### src/rtl/pwmmod_burst_seq_pkg.sv
// Shared types for the burst sequencer and its carrier.
// Holds the sequencer state encoding and default field widths.
package pwmmod_burst_seq_pkg;

    localparam int DEF_MARK_WIDTH   = 16;
    localparam int DEF_SPACE_WIDTH  = 16;
    localparam int DEF_REPEAT_WIDTH = 8;

    typedef enum logic [1:0] {
        IDLE,
        MARK,
        SPACE
    } burst_state_e;

    function automatic int max_width(input int a, input int b);
        return (a > b) ? a : b;
    endfunction

endpackage

### src/rtl/pwmmod_burst_seq_if.sv
// Burst command channel: one mark/space/repeat command per valid/ready beat.
interface pwmmod_burst_seq_if #(
    parameter int MARK_WIDTH   = 16,
    parameter int SPACE_WIDTH  = 16,
    parameter int REPEAT_WIDTH = 8
);
    logic                    cmd_valid;
    logic                    cmd_ready;
    logic [MARK_WIDTH-1:0]   cmd_mark;
    logic [SPACE_WIDTH-1:0]  cmd_space;
    logic [REPEAT_WIDTH-1:0] cmd_repeat;

    modport master (
        output cmd_valid, cmd_mark, cmd_space, cmd_repeat,
        input  cmd_ready
    );

    modport slave (
        input  cmd_valid, cmd_mark, cmd_space, cmd_repeat,
        output cmd_ready
    );
endinterface

### src/rtl/pwmmod_burst_seq_carrier.sv
// Carrier divider with duty compare and synchronous restart.
// The carrier output reflects the phase that will be live next cycle.
module pwmmod_carrier #(
    parameter int DIVIDER_FREQ = 10,
    parameter int DIVIDER_DTY  = 3
) (
    input  logic clk,
    input  logic rst,
    input  logic run,
    input  logic restart,
    output logic carrier
);
    localparam int CW = $clog2(DIVIDER_FREQ);

    logic [CW-1:0] cnt;
    logic [CW-1:0] cnt_n;

    always_comb begin
        cnt_n = '0;
        if (run && !restart) begin
            if (cnt == CW'(DIVIDER_FREQ - 1))
                cnt_n = '0;
            else
                cnt_n = cnt + CW'(1);
        end
    end

    // Callers register this alongside their own gate so both share an edge.
    assign carrier = (cnt_n < CW'(DIVIDER_DTY));

    always_ff @(posedge clk or posedge rst) begin
        if (rst)
            cnt <= '0;
        else
            cnt <= cnt_n;
    end
endmodule

### src/rtl/pwmmod_burst_seq.sv
// Mark/space burst sequencer gating a carrier onto a single output pin.
module pwmmod_burst_seq
    import pwmmod_burst_seq_pkg::*;
#(
    parameter int MARK_WIDTH   = DEF_MARK_WIDTH,
    parameter int SPACE_WIDTH  = DEF_SPACE_WIDTH,
    parameter int REPEAT_WIDTH = DEF_REPEAT_WIDTH,
    parameter int DIVIDER_FREQ = 10,
    parameter int DIVIDER_DTY  = 3
) (
    input  logic                 clk,
    input  logic                 rst,
    pwmmod_burst_seq_if.slave    cmd,
    input  logic                 abort,
    output logic                 busy,
    output logic                 done,
    output logic                 aborted,
    output logic                 gate,
    output logic                 dout
);
    localparam int LW = max_width(MARK_WIDTH, SPACE_WIDTH);

    typedef struct packed {
        logic [MARK_WIDTH-1:0]   mark;
        logic [SPACE_WIDTH-1:0]  space;
        logic [REPEAT_WIDTH-1:0] count;
    } burst_cmd_t;

    burst_state_e state, state_n;
    burst_cmd_t   cfg, cfg_n;
    logic [LW-1:0] len, len_n;
    logic done_n, aborted_n;
    logic pair_end, start_pair, restart;
    logic carrier;
    logic gate_q, dout_q, done_q, aborted_q;

    always_comb begin
        state_n    = state;
        cfg_n      = cfg;
        len_n      = len;
        done_n     = 1'b0;
        aborted_n  = 1'b0;
        pair_end   = 1'b0;
        start_pair = 1'b0;
        restart    = 1'b0;
        unique case (state)
            IDLE: begin
                if (cmd.cmd_valid) begin
                    cfg_n.mark  = cmd.cmd_mark;
                    cfg_n.space = cmd.cmd_space;
                    cfg_n.count = cmd.cmd_repeat;
                    if (cmd.cmd_repeat == '0)
                        done_n = 1'b1;
                    else
                        start_pair = 1'b1;
                end
            end
            MARK: begin
                if (len != '0) begin
                    len_n = len - LW'(1);
                end else if (cfg.space != '0) begin
                    state_n = SPACE;
                    len_n   = LW'(cfg.space - SPACE_WIDTH'(1));
                end else begin
                    pair_end = 1'b1;
                end
            end
            SPACE: begin
                if (len != '0)
                    len_n = len - LW'(1);
                else
                    pair_end = 1'b1;
            end
            default: state_n = IDLE;
        endcase

        if (pair_end) begin
            if (cfg.count == REPEAT_WIDTH'(1)) begin
                state_n = IDLE;
                done_n  = 1'b1;
            end else begin
                cfg_n.count = cfg.count - REPEAT_WIDTH'(1);
                start_pair  = 1'b1;
            end
        end

        // A zero-length mark still yields at least one space cycle per pair.
        if (start_pair) begin
            if (cfg_n.mark != '0) begin
                state_n = MARK;
                len_n   = LW'(cfg_n.mark - MARK_WIDTH'(1));
                restart = 1'b1;
            end else begin
                state_n = SPACE;
                len_n   = (cfg_n.space == '0) ? '0
                        : LW'(cfg_n.space - SPACE_WIDTH'(1));
            end
        end

        if (abort && state != IDLE) begin
            state_n   = IDLE;
            done_n    = 1'b1;
            aborted_n = 1'b1;
            restart   = 1'b0;
        end
    end

    always_ff @(posedge clk or posedge rst) begin
        if (rst) begin
            state     <= IDLE;
            cfg       <= '0;
            len       <= '0;
            gate_q    <= 1'b0;
            dout_q    <= 1'b0;
            done_q    <= 1'b0;
            aborted_q <= 1'b0;
        end else begin
            state     <= state_n;
            cfg       <= cfg_n;
            len       <= len_n;
            gate_q    <= (state_n == MARK);
            dout_q    <= (state_n == MARK) && carrier;
            done_q    <= done_n;
            aborted_q <= aborted_n;
        end
    end

    pwmmod_carrier #(
        .DIVIDER_FREQ(DIVIDER_FREQ),
        .DIVIDER_DTY (DIVIDER_DTY)
    ) u_carrier (
        .clk    (clk),
        .rst    (rst),
        .run    (state_n == MARK),
        .restart(restart),
        .carrier(carrier)
    );

    assign cmd.cmd_ready = (state == IDLE);
    assign busy          = (state != IDLE);
    assign gate          = gate_q;
    assign dout          = dout_q;
    assign done          = done_q;
    assign aborted       = aborted_q;
endmodule

### src/flat_wrapper.sv
// flat-port wrapper written by rule: the top's interface ports become plain ports
module pwmmod_burst_seq_flat import pwmmod_burst_seq_pkg::*;
#(
    parameter int MARK_WIDTH   = DEF_MARK_WIDTH,
    parameter int SPACE_WIDTH  = DEF_SPACE_WIDTH,
    parameter int REPEAT_WIDTH = DEF_REPEAT_WIDTH,
    parameter int DIVIDER_FREQ = 10,
    parameter int DIVIDER_DTY  = 3
)
  (clk, rst, abort, busy, done, aborted, gate, dout, cmd_cmd_valid, cmd_cmd_mark, cmd_cmd_space, cmd_cmd_repeat, cmd_cmd_ready);
  pwmmod_burst_seq_if #(.MARK_WIDTH(MARK_WIDTH), .SPACE_WIDTH(SPACE_WIDTH), .REPEAT_WIDTH(REPEAT_WIDTH)) cmd_i ();
  input  logic clk;
  input  logic rst;
  input  logic abort;
  output logic busy;
  output logic done;
  output logic aborted;
  output logic gate;
  output logic dout;
  input wire logic [$bits(cmd_i.cmd_valid)-1:0] cmd_cmd_valid;
  input wire logic [$bits(cmd_i.cmd_mark)-1:0] cmd_cmd_mark;
  input wire logic [$bits(cmd_i.cmd_space)-1:0] cmd_cmd_space;
  input wire logic [$bits(cmd_i.cmd_repeat)-1:0] cmd_cmd_repeat;
  output wire logic [$bits(cmd_i.cmd_ready)-1:0] cmd_cmd_ready;
  assign cmd_i.cmd_valid = cmd_cmd_valid;
  assign cmd_i.cmd_mark = cmd_cmd_mark;
  assign cmd_i.cmd_space = cmd_cmd_space;
  assign cmd_i.cmd_repeat = cmd_cmd_repeat;
  assign cmd_cmd_ready = cmd_i.cmd_ready;
  pwmmod_burst_seq #(.MARK_WIDTH(MARK_WIDTH), .SPACE_WIDTH(SPACE_WIDTH), .REPEAT_WIDTH(REPEAT_WIDTH), .DIVIDER_FREQ(DIVIDER_FREQ), .DIVIDER_DTY(DIVIDER_DTY)) u_core (.clk(clk), .rst(rst), .cmd(cmd_i), .abort(abort), .busy(busy), .done(done), .aborted(aborted), .gate(gate), .dout(dout));
endmodule
### config.mk
export PLATFORM = sky130hd
export DESIGN_NAME = pwmmod_burst_seq_flat
export DESIGN_NICKNAME = d
export VERILOG_FILES = /design/src/rtl/pwmmod_burst_seq_pkg.sv /design/src/rtl/pwmmod_burst_seq_if.sv /design/src/rtl/pwmmod_burst_seq_carrier.sv /design/src/rtl/pwmmod_burst_seq.sv /design/src/flat_wrapper.sv
export SDC_FILE = /design/constraint.sdc
export NUM_CORES = 1
export LEC_CHECK = 0
export ABC_AREA = 1
export CAP_MARGIN = 0
export CORE_MARGIN = 10
export CORE_UTILIZATION = 60
export DETAILED_ROUTE_END_ITERATION = 12
export GPL_ROUTABILITY_DRIVEN = 1
export GPL_TIMING_DRIVEN = 0
export PLACE_DENSITY = 0.94
export SKIP_CTS_REPAIR_TIMING = 1
export SLEW_MARGIN = 10
export SYNTH_ARGS = -nofsm -noshare
export SYNTH_HDL_FRONTEND = slang
export SYNTH_SLANG_ARGS = --single-unit
### constraint.sdc
create_clock -name clk -period 7.5 [get_ports clk]
set_clock_uncertainty 0.05 [all_clocks]
set_input_delay 1.875 -clock clk [delete_from_list [all_inputs] [get_ports clk]]
set_output_delay 1.875 -clock clk [all_outputs]
set_load 0.02 [all_outputs]
[Yosys cells after proc, flatten, opt, wreduce, memory -nomap -nowiden]
Cells that the tools add are included.
Word-level totals
  input port bits: 44
  output and inout bits: 6
  bits in registers: 66
Operators by class
  muxes and demuxes: 40
  reduce and logical (&&, ||, !) cells: 14
  $add $sub $neg: 6
  magnitude comparators: 1
  equal/unequal tests: 7
Operator list (count)
  16-bit 2-to-1 mux: 6
  40-bit 2-to-1 mux: 2
  16-bit by 1-bit subtractor with 16-bit output, second input constant: 4
  16-bit nonzero test: 3
  16-bit one-hot mux with 2 select lines: 1
  1-bit 2-to-1 mux: 18
  16-bit logical NOT: 1
  8-bit 2-to-1 mux: 2
  2-bit 2-to-1 mux: 7
  8-bit by 1-bit equality test with 1-bit output, second input constant: 1
  8-bit logical NOT: 1
  4-bit 2-to-1 mux: 2
  8-bit by 1-bit subtractor with 8-bit output, second input constant: 1
  4-bit by 1-bit adder with 4-bit output, second input constant: 1
  2-bit by 1-bit equality test with 1-bit output, second input constant: 2
  4-bit equality test, second input constant: 1
  4-bit by 2-bit < comparator with 1-bit output, second input constant: 1
  4-bit by 1-bit != test with 1-bit output, second input constant: 1
  2-bit one-hot mux with 2 select lines: 1
  1-bit logical AND: 3
  3-bit by 1-bit != test with 1-bit output, second input constant: 1
  3-bit AND reduction: 1
  3-bit nonzero test: 1
  2-bit equality test, second input constant: 1
  5 further kinds: 5

[Depth between registers and ports, before layout]
  word-level depth: 13
  gate-level depth with buffers: 21

[By module]
A second synthesis with hierarchy kept.
Second synthesis, totals
  cell total of the unflattened synthesis: 900
  area, all modules: 5667.9 um^2
By module, submodules not included
  pwmmod_burst_seq: seq. area each 1551.5 um^2, cells each 867, instances 1, area an instance 5412.7 um^2
  pwmmod_carrier: seq. area each 100.1 um^2, cells each 33, instances 1, area an instance 255.2 um^2

[Least setup slack after synthesis]
Ideal clock, no wire load.
  path type: input port to flip-flop
  from: input cmd_cmd_valid
  to: register u_core.u_carrier.cnt[0]
  library setup time: 0.125 ns
  arrival time: 3.862 ns
  buffers on the path: 2
  data required time: 7.325 ns
  path slack: 3.464 ns
  cell stages on the path: 18
  cells stage by stage: nand2_4 -> inv_2 -> buf_6 -> buf_6 -> or2_2 -> o21ai_2 -> ha_1 -> nand2_1 -> nor2_2 -> nand2_1 -> nor2_2 -> nand3_4 -> nand2_4 -> nand3_2 -> nand2_1 -> inv_2 -> nand2_1 -> nor3_1
On the way
  longest elaborated chain between the ends: 9
  elaborated cells between the ends (all ways): 17
RTL lines
  start, declared: line flat_wrapper.sv:20  | input wire logic [$bits(cmd_i.cmd_valid)-1:0] cmd_cmd_valid;
  40-bit 2-to-1 mux / 1-bit 2-to-1 mux (equally long branches): line pwmmod_burst_seq.sv:48  | if (cmd.cmd_valid) begin
  40-bit 2-to-1 mux / 1-bit 2-to-1 mux (equally long branches): line pwmmod_burst_seq.sv:46  | unique case (state)
  16-bit nonzero test / 1-bit 2-to-1 mux (equally long branches): line pwmmod_burst_seq.sv:89, pwmmod_burst_seq.sv:78
  2-bit 2-to-1 mux / 1-bit 2-to-1 mux (equally long branches): line pwmmod_burst_seq.sv:89, pwmmod_burst_seq.sv:77
  2-bit 2-to-1 mux *: line pwmmod_burst_seq.sv:88  | if (start_pair) begin
  2-bit 2-to-1 mux *: line pwmmod_burst_seq.sv:100  | if (abort && state != IDLE) begin
  2-bit by 1-bit equality test with 1-bit output *: line pwmmod_burst_seq.sv:134  | .run (state_n == MARK),
  net u_core.u_carrier.run: line pwmmod_burst_seq_carrier.sv:9  | input logic run,
  1-bit logical AND *: line pwmmod_burst_seq_carrier.sv:20  | if (run && !restart) begin
  4-bit 2-to-1 mux *: line pwmmod_burst_seq_carrier.sv:20
  net u_core.u_carrier.cnt_n[0]: line pwmmod_burst_seq_carrier.sv:16  | logic [CW-1:0] cnt_n;
  end signal, assigned: line pwmmod_burst_seq_carrier.sv:35  | cnt <= cnt_n;
  end, declared: line pwmmod_burst_seq_carrier.sv:15  | logic [CW-1:0] cnt;
The timed path passes the listed nets; every way through them passes the cells marked *.
A chain may end at the register's enable or synchronous reset.

[Worst setup path after layout]
  from: input cmd_cmd_valid
  to: register u_core.len[10]
On the way
  longest elaborated chain between the ends: 6
  elaborated cells between the ends (all ways): 17
RTL lines
  40-bit 2-to-1 mux / 1-bit 2-to-1 mux (equally long branches): line pwmmod_burst_seq.sv:48
  40-bit 2-to-1 mux / 1-bit 2-to-1 mux (equally long branches): line pwmmod_burst_seq.sv:46
  16-bit by 1-bit subtractor with 16-bit output (tied with other cells): line pwmmod_burst_seq.sv:96  | : LW'(cfg_n.space - SPACE_WIDTH'(1));
  16-bit 2-to-1 mux / 1-bit 2-to-1 mux (equally long branches): line pwmmod_burst_seq.sv:95, pwmmod_burst_seq.sv:77
  16-bit 2-to-1 mux (tied with other cells): line pwmmod_burst_seq.sv:89  | if (cfg_n.mark != '0) begin
  16-bit 2-to-1 mux / 3-bit AND reduction (equally long branches)
  end signal, assigned: line pwmmod_burst_seq.sv:120  | len <= len_n;
  end, declared: line pwmmod_burst_seq.sv:31  | logic [LW-1:0] len, len_n;
Parallel ways exist; a longest one is shown, timed or not.

==> metrics.txt <==
FF-to-FF End u_core.len[10]$_DFFE_PP0P_; complex-gate fraction of the synthesized area approximately an eighth; leakage approximately 2.9 nW; Worst Tran Pin Value 0.4857 ns; drt drc 0; Hold Path Cell Cnt 2; XOR/XNOR Fraction of Synth Area between 6 and 7%; pin count of the biggest net entering global routing 53; Gate power share about three fifths; Required @ worst endpoint 7.72 ns; share of cells above drive strength 1 a little under an eighth; Cell Rows 33; hold endpoint u_core.len[15]$_DFFE_PP0P_; Slowest cell on crit path clkdlybuf4s50_1; Setup crit end kind flip-flop; placed instance count 877; status completed; grt met1 use about 28%; max-slew violation count 0; CTS clock-pin slew for the worst setup and hold paths 0.07 ns; fin util a little under three quarters; CP arrival roughly 4.9 ns; Switching Share between 50% and 60%; Area growth, synth to finish 16.57%; Post-Syn Instances around 720; via count approximately 5000; adder-cell share of the synthesized area around 3.5%; max frequency around 210 MHz; Avg WL per Cell about 16 um; CP cell instances clkdlybuf4s50_1 > nand2_4 > inv_2 > buf_6 > buf_6 > or2_2 > o21ai_2 > ha_1 > nand2_1 > nor2_2 > nand2_1 > nor2_2 > nand3_2 > nor2_4 > o21ai_4 > inv_4 > nand3_1 > o211ai_1; hold crit path type reg -> reg; Post-Layout Cell Count between 800 and 900; Top Usage Layer GRT met2; Synth cell types between 40 and 50; sequential power share ~28%; critical path class in -> reg; reg-to-reg startpoint u_core.state[0]$_DFF_PP0_; register bit total from synthesis 66; most common cell after layout, fill and taps aside nand2_1; Congestion Overflow GR 0; Max Root-Sink Buffers 2; CTS tree done; final hold viol count 0; diode count 0; Chip Width 111.8 um; Antenna Nets Post-Route 0; PortBufs 49; largest family of logic cells by synthesized area simple AND/OR/NAND/NOR gates; hold_ws 0.4671 ns; NetSw approximately 0.0012 W; r2r setup slk a little over 4 ns; TritonCTS Sinks 66; Final setup viols 0; H-tree depth 3; M3 GR Usage 4.509%; Vias per Instance about 5.6; Initial Util 61.58%; first-pass GRT wire length ~24 mm; GP Congestion roughly 0.95; first drt pass iteration count 5; Root Driver clkbuf_8; CP Max Fanout 10; CORE AREA 8217 um2; Ports 50; setup tns final 0 ns; Post-Synth Simple-Gate Area 34.57%; R2R cell count 19; Clock Latency Late Sink between 0.3 and 0.4 ns; number of global-route vias before repair between 5000 and 6000; MaxCap Viol Count 0; nets 841; overall routing resource usage a little under a quarter; initial antenna violation count 0; final worst-path cycle share between 60% and 70%; DIE AREA approximately 13000 um2; Clk pwr share a little over an eighth; Die Span Y around 110 um; power per cell area a little under 400 nW/um2; met2 usage in global routing 36.56%; min Tclk post-route approximately 4.7 ns; Avg Cell Area, Syn around 7 um2; DR iter-0 viols between 300 and 400; Yosys warnings 0; Worst slew margin 67.37%; CTS buffer count 9; critical path startpoint category input port; commonest non-fill, non-tap cells in the layout nand2_1, inv_1, nor2_1, dfrtp_1; Internal Power around 0.0011 W; RSZ-0062 raised after global routing false; Post-Syn Nets approximately 800; HP Start u_core.len[15]$_DFFE_PP0P_; multiplexer share of the synthesized area 0.1978%; Peak VDD IR roughly 230 uV; Cell Area, Synth approximately 5100 um2; sequential fraction of the synthesis area roughly a third; slowest stage delay, CP about 0.45 ns; total wire length roughly 14 mm; DP HPWL 11.03 mm
==> critical path, delay by kind of cell <==
family	cells	cell delay [ns]
fa+ha+maj	1	0.20
simple gates	9	1.52
compound gates	3	0.34
buf+inv	5	0.93
==> cell usage after synthesis, drive strengths merged <==
| cell type | n | area [um2] |
|---|---|---|
| a211oi | 1 | 7.510 |
| a21boi | 1 | 7.510 |
| a21oi | 21 | 112.6 |
| a31o | 1 | 8.760 |
| a31oi | 3 | 18.77 |
| buf | 12 | 108.8 |
| clkbuf | 1 | 3.750 |
| clkinv | 1 | 3.750 |
| dfrtp | 66 | 1652 |
| ha | 14 | 175.2 |
| inv | 106 | 400.4 |
| mux2i | 1 | 10.01 |
| nand2 | 205 | 802.0 |
| nand3 | 56 | 322.8 |
| nand3b | 1 | 7.510 |
| nand4 | 14 | 108.9 |
| nor2 | 91 | 404.1 |
| nor3 | 10 | 66.32 |
| nor4 | 1 | 6.260 |
| o2111ai | 1 | 8.760 |
| o211ai | 8 | 60.06 |
| o21a | 1 | 8.760 |
| o21ai | 61 | 376.6 |
| o221ai | 1 | 8.760 |
| o22ai | 1 | 6.260 |
| o311ai | 1 | 8.760 |
| or2 | 5 | 31.28 |
| xnor2 | 6 | 52.55 |
| xor2 | 31 | 271.5 |
==> how the worst max path moves through the flow <==
| stage | slack, ns | endpoint | from |
|---|---|---|---|
| 3_5_place_dp | 2.52 | u_core.len[10]$_DFFE_PP0P_ | cmd_cmd_valid |
| 2_1_floorplan | 3.46 | u_core.u_carrier.cnt[0]$_DFF_PP0_ | cmd_cmd_valid |
| 5_1_grt | 2.64 | u_core.len[1]$_DFFE_PP0P_ | cmd_cmd_valid |
| 6_report | 2.84 | u_core.len[10]$_DFFE_PP0P_ | cmd_cmd_valid |
| 3_3_place_gp | 2.62 | u_core.len[14]$_DFFE_PP0P_ | cmd_cmd_valid |
| 4_1_cts | 2.86 | u_core.len[10]$_DFFE_PP0P_ | cmd_cmd_valid |
==> area by class of cell <==
class                   count  area, um2
flip-flops and latches     66       1652
plain buffers              13      112.6
well taps                 105      131.4
clock inverters             5      55.05
fillers                   641       2318
inverters                 107      406.6
repair buffers             50      518.0
clock buffers              11      131.4
multi-input cells         536       2892
==> through the flow <==
stage          power [W]  area, um2  setup WS, ns
6_report        0.002297       5898         2.837
4_1_cts         0.002278       5898         2.860
5_1_grt         0.002495       5898         2.645
3_3_place_gp    0.001904       5682         2.619
3_5_place_dp    0.001967       5712         2.518
2_1_floorplan   0.001616       5060         3.464
==> layer usage <==
layer	share of wire [%]	wire length (um)	up-vias
met4	4.2	589	0
met3	7.2	1025	38
li1	-	-	2426
met5	0	0	-
met1	42	5956	2318
met2	47	6607	226
==> sequential cells by signal, indices dropped and copies added, names as in the netlist <==
name,count
u_core.len,16
u_core.aborted,1
u_core.cfg,40
u_core.state,2
u_core.done,1
u_core.u_carrier.cnt,4
u_core.gate,1
u_core.dout,1
==> cells by family (layout without fill, tap and decap cells) <==
family | count (synthesis) | in the layout
DFF | 66 | 66
muxes | 1 | 1
AOI/OAI and AO/OA | 101 | 101
xor gates and xnor gates | 37 | 37
buffers and inverters | 120 | 186
and+or+nand+nor | 383 | 383
adders and majority gates | 14 | 14
==> power groups by stage <==
stage,registers [W],clock network (W),logic (W)
after floorplan,0.000613,0,0.00100
after global placement,0.000621,0,0.00128
after detailed placement,0.000632,0,0.00133
after CTS,0.000626,0.000303,0.00135
after global routing,0.000649,0.000318,0.00153
final,0.000631,0.000302,0.00136
Note: power is estimated with default switching activity, not from simulation.
